[src/rtl/imm_gen_queue.sv]
// RV32I/RV64I immediate generator feeding a DEPTH-entry FIFO drained by a valid/ready consumer.
// Each entry holds the extended immediate, its format code and an illegal-opcode flag.
module imm_gen_queue #(
    parameter int XLEN  = 32,
    parameter int DEPTH = 2
) (
    input  logic                     clk_i,
    input  logic                     rst_i,
    input  logic                     flush_i,
    input  logic [31:0]              instr_i,
    input  logic                     in_valid_i,
    output logic                     in_ready_o,
    output logic [XLEN-1:0]          imm_o,
    output logic [2:0]               fmt_o,
    output logic                     illegal_o,
    output logic                     out_valid_o,
    input  logic                     out_ready_i,
    output logic [$clog2(DEPTH):0]   count_o
);

    localparam int PW = $clog2(DEPTH);
    localparam int CW = PW + 1;

    localparam logic [2:0] FMT_I     = 3'd0;
    localparam logic [2:0] FMT_S     = 3'd1;
    localparam logic [2:0] FMT_B     = 3'd2;
    localparam logic [2:0] FMT_U     = 3'd3;
    localparam logic [2:0] FMT_J     = 3'd4;
    localparam logic [2:0] FMT_SHAMT = 3'd5;
    localparam logic [2:0] FMT_NONE  = 3'd7;

    function automatic logic [XLEN-1:0] sext32(input logic signed [31:0] v);
        return XLEN'(v);
    endfunction

    logic [XLEN-1:0] dec_imm;
    logic [2:0]      dec_fmt;
    logic            dec_ill;
    logic [5:0]      shamt;

    always_comb begin
        dec_imm = '0;
        dec_fmt = FMT_NONE;
        dec_ill = 1'b0;
        // RV32 shifts use a 5-bit shamt; instr[25] only joins it on RV64.
        shamt   = (XLEN == 64) ? instr_i[25:20] : {1'b0, instr_i[24:20]};
        case (instr_i[6:0])
            7'b0000011, 7'b1100111: begin
                dec_fmt = FMT_I;
                dec_imm = sext32({{20{instr_i[31]}}, instr_i[31:20]});
            end
            7'b0010011: begin
                if (instr_i[13:12] == 2'b01) begin
                    dec_fmt = FMT_SHAMT;
                    dec_imm = XLEN'(shamt);
                end else begin
                    dec_fmt = FMT_I;
                    dec_imm = sext32({{20{instr_i[31]}}, instr_i[31:20]});
                end
            end
            7'b0100011: begin
                dec_fmt = FMT_S;
                dec_imm = sext32({{20{instr_i[31]}}, instr_i[31:25], instr_i[11:7]});
            end
            7'b1100011: begin
                dec_fmt = FMT_B;
                dec_imm = sext32({{19{instr_i[31]}}, instr_i[31], instr_i[7],
                                  instr_i[30:25], instr_i[11:8], 1'b0});
            end
            7'b0110111, 7'b0010111: begin
                dec_fmt = FMT_U;
                dec_imm = sext32({instr_i[31:12], 12'b0});
            end
            7'b1101111: begin
                dec_fmt = FMT_J;
                dec_imm = sext32({{11{instr_i[31]}}, instr_i[31], instr_i[19:12],
                                  instr_i[20], instr_i[30:21], 1'b0});
            end
            7'b0110011: begin
                dec_fmt = FMT_NONE;
            end
            default: begin
                dec_ill = 1'b1;
            end
        endcase
    end

    logic [XLEN-1:0] imm_q [DEPTH];
    logic [2:0]      fmt_q [DEPTH];
    logic            ill_q [DEPTH];
    logic [PW-1:0]   wr_ptr_q, wr_ptr_d;
    logic [PW-1:0]   rd_ptr_q, rd_ptr_d;
    logic [CW-1:0]   count_q, count_d;
    logic            full, empty, push, pop;

    assign full  = (count_q == CW'(DEPTH));
    assign empty = (count_q == '0);
    assign push  = in_valid_i & ~full & ~flush_i;
    assign pop   = ~empty & out_ready_i & ~flush_i;

    always_comb begin
        wr_ptr_d = wr_ptr_q;
        rd_ptr_d = rd_ptr_q;
        count_d  = count_q;
        if (flush_i) begin
            wr_ptr_d = '0;
            rd_ptr_d = '0;
            count_d  = '0;
        end else begin
            if (push) wr_ptr_d = wr_ptr_q + PW'(1);
            if (pop)  rd_ptr_d = rd_ptr_q + PW'(1);
            case ({push, pop})
                2'b10:   count_d = count_q + CW'(1);
                2'b01:   count_d = count_q - CW'(1);
                default: count_d = count_q;
            endcase
        end
    end

    // Storage is cleared on reset so the head reads as imm=0 / NONE / legal.
    always_ff @(posedge clk_i) begin
        if (rst_i) begin
            wr_ptr_q <= '0;
            rd_ptr_q <= '0;
            count_q  <= '0;
            for (int i = 0; i < DEPTH; i++) begin
                imm_q[i] <= '0;
                fmt_q[i] <= FMT_NONE;
                ill_q[i] <= 1'b0;
            end
        end else begin
            wr_ptr_q <= wr_ptr_d;
            rd_ptr_q <= rd_ptr_d;
            count_q  <= count_d;
            if (push) begin
                imm_q[wr_ptr_q] <= dec_imm;
                fmt_q[wr_ptr_q] <= dec_fmt;
                ill_q[wr_ptr_q] <= dec_ill;
            end
        end
    end

    assign in_ready_o  = ~full;
    assign out_valid_o = ~empty;
    assign count_o     = count_q;
    assign imm_o       = imm_q[rd_ptr_q];
    assign fmt_o       = fmt_q[rd_ptr_q];
    assign illegal_o   = ill_q[rd_ptr_q];

endmodule
[config.mk]
export PLATFORM = sky130hd
export DESIGN_NAME = imm_gen_queue
export DESIGN_NICKNAME = d
export VERILOG_FILES = /design/src/rtl/imm_gen_queue.sv
export SDC_FILE = /design/constraint.sdc
export NUM_CORES = 1
export LEC_CHECK = 0
export ABC_CLOCK_PERIOD_IN_PS = 4500
export BUFFER_PORTS_ARGS = -buffer_cell sky130_fd_sc_hd__buf_4
export CAP_MARGIN = 10
export CORE_ASPECT_RATIO = 0.6
export CORE_UTILIZATION = 40
export CTS_CLUSTER_DIAMETER = 60
export DETAILED_ROUTE_END_ITERATION = 10
export SLEW_MARGIN = 20
export SYNTH_ARGS = -nofsm -noshare
export SYNTH_HDL_FRONTEND = slang
export SYNTH_SLANG_ARGS = --single-unit
[constraint.sdc]
create_clock -name clk_i -period 4.5 [get_ports clk_i]
set_input_delay 0.225 -clock clk_i [delete_from_list [all_inputs] [get_ports clk_i]]
set_output_delay 0.225 -clock clk_i [all_outputs]
set_load 0.01 [all_outputs]
==> impl_metrics.ini <==
[worst_setup_path]
max_stage_delay_ns = 0.92
slowest_stage = dfxtp_1
crit_type = register to output pin
startpoint_type = register
worst-path-max-fanout = 19
end_kind = output pin
crit_path_frequent_cell = buf_4
worstPathArrival_ns = 2.22
cp_cell_sequence = buf_4 > mux2_2 > buf_4
worst-endpoint-required_ns = 4.28

[detailed_routing]
postRouteWirelength_um = 8870
num_vias = 2638
detail-route-antenna-nets = 0
wl_per_cell_um = 18.0
firstDrtPassIters = 4
drtIter0Drc = 221
drc = 0
vias_per_cell = 5.35

[floorplan]
dieWidth_um = 127
fp-row-count = 26
design.core.area_mm2 = 0.00878
die_area_mm2 = 0.00977
ioPinCount = 77
die_h_um = 77.0
initial_core_util_pct = 42.6

[global_route]
grt_max_degree = 37
grt_usage_pct = 19.4
use_met2_pct = 26.3
antenna_found_initial = 0
grtUsageMet3_pct = 5.65
grt_pass1_wl_um = 14100
grt_overflow_total = 0
grt_busiest_layer = met1
use_met1_pct = 29.7
grt_pass1_vias = 2572

[clock_tree]
worstSkewPairLatency_ns = 0.33
postCtsSetupBuffers = 0
cts_tree = done
cts_max_path_buffers = 2
cts_resized = 0
numCtsBuffers = 9
htree_num_levels = 3
clkTransAtPathRegs_ns = 0.06
cts-root-buf = clkbuf_16
cts_hold_buf = 0
clock_sinks = 77

[logic_synthesis]
synth_edf_count = 72
yosys.cell_types.count = 40
syn_inst = 305
synth_area_leaders = edfxtp_1, mux2_2, a21oi_1
synth_top_area_share_pct = 57.7
netlist_area_mm2 = 0.00375
syn_avg_cell_area_um2 = 12.3
synth_nets = 343
synth_top_area_cell = edfxtp_1
synth_warnings = 0
ys_ff_latch = 77
yosysSeqAreaShare_pct = 60.4
ys.flop_type = edfxtp_1
async_flop_share_pct = 0

[power]
p_leak_nw = 1.72
swShare_pct = 22.1
seqPwrFrac_pct = 48.7
ir_worst_vdd_v = 0.000245
p_clk_share_pct = 42.2
switchingPower_mw = 0.371
finalPower_mw = 1.68
power_density_mw_per_mm2 = 356
p_int_mw = 1.31
comb_power_share_pct = 9.1

[timing]
worst_slew_pin_slew_ns = 1.01
timing.fmax_ghz = 0.409
final-setup-viol-count = 0
fin_crit_sh_pct = 54.3
slew-limit-headroom_pct = 32.7
hold_viol_final = 0
drv_slew = 0
clock_skew_ns = 0.00374
period_minus_slack_ns = 2.44
rsz0062_at_grt = false
tns_ns = 0

[outcome]
run_status = completed

[final_layout]
antenna_cells = 0
fin_nets = 414
drive_above_1_share_pct = 36.7
syn_to_final_growth_pct = 25.9

[placement]
gp_congestion = 0.784
dp_hpwl_um = 5930
io_buffers = 76

[worst_hold_path]
hp-class = input port to register

[run]
cap_violations = 0
cell families (layout without fill, tap and decap cells):
group / count (synthesis) / in the layout / share of synthesized area (%)
multiplexers: 36 / 36 / 10.8
AND/OR/NAND/NOR: 113 / 113 / 16.0
AO/OA/AOI/OAI: 50 / 50 / 8.48
flip-flops: 77 / 77 / 60.4
buffers and inverters: 23 / 99 / 2.81
adder cells (fa/ha/maj): 1 / 1 / 0.334
XOR/XNOR: 5 / 5 / 1.17
metrics by stage:
step | cell area (um^2) | hold WS (ns) | utilization, % | cells | setup WS, ns
after global routing | 4720 | 0.132 | 53.7 | 493 | 1.91
after global placement | 4400 | 0.469 | 50.1 | 476 | 2.22
after floorplan | 3750 | 0.423 | - | 305 | 1.17
final | 4720 | 0.123 | 53.7 | 493 | 2.06
after CTS | 4690 | 0.107 | 53.4 | 492 | 1.97
after detailed placement | 4400 | 0.465 | 50.1 | 476 | 2.14
per-layer routing:
metal | wire length (um) | vias to the layer above
met4 | 60 | 0
li1 | - | 1282
met3 | 557 | 6
met5 | 0 | -
met2 | 3700 | 78
met1 | 4560 | 1272
cell usage in the layout (no fill, tap or decap), types with 3 or more instances in the layout:
cell and count:
and2_1 12, nand2b_1 4, clkbuf_16 9, nand4_1 3, buf_4 79, inv_1 3, xor2_1 3, nor3_1 8
nor2_1 36, dfxtp_1 5, nand4b_1 3, nand2_1 18, mux2_2 36, or4_1 3, a22oi_1 5, edfxtp_1 72
a211oi_1 10, a21oi_1 28, nand3_1 7
final cells by class:
type	instances	area, um^2
clock buffers	10	229
clock inverters	6	63.8
fillers	792	4070
inverters	3	11.3
multi-input cells	205	1400
flip-flops and latches	77	2260
well taps	112	140
repair buffers	80	613
final timing paths:
check | startpoint | to | slack, ns | cells past startpoint
worst max-delay path | register | imm_o[4] | 2.06 | 3
worst min-delay path | rst_i | count_o[1] | 0.12 | 2
worst max register to register | count_o[0] | imm_q[1][9] | 2.34 | 4
worst min register to register | rd_ptr_q | rd_ptr_q | 0.57 | 2
power by group through the flow:
stage	registers, mW	logic, mW	clock network (mW)
after global routing	0.822	0.167	0.748
after global placement	0.833	0.150	0
after CTS	0.819	0.152	0.724
after detailed placement	0.834	0.151	0
final	0.818	0.153	0.709
after floorplan	0.831	0.0744	0
sequential cells by signal, indices dropped and copies added, names as in the netlist, named ones only:
register / flops
fmt_q: 6
wr_ptr_q: 1
imm_q: 64
ill_q: 2
count_o: 2
rd_ptr_q: 1
cell usage after synthesis (all sizes together) (2+ instances only):
master	count
a31oi	3
mux2	36
or3b	2
nand4b	3
nor3	9
a22oi	5
clkbuf	15
nand4	3
buf	5
xnor2	2
a211oi	10
and2	12
a21oi	28
nor2b	2
edfxtp	72
nand2b	5
nor2	36
or2	2
nand2	18
dfxtp	5
nor3b	2
nand3	7
and3	2
xor2	3
inv	3
or4	3
critical path: cells and delay by family, from the launching register on:
family / cells / cell delay [ns]
flip-flops: 1 / 0.92
buffers and inverters: 2 / 0.56
multiplexers: 1 / 0.40
Power figures use the tool's default switching activity.
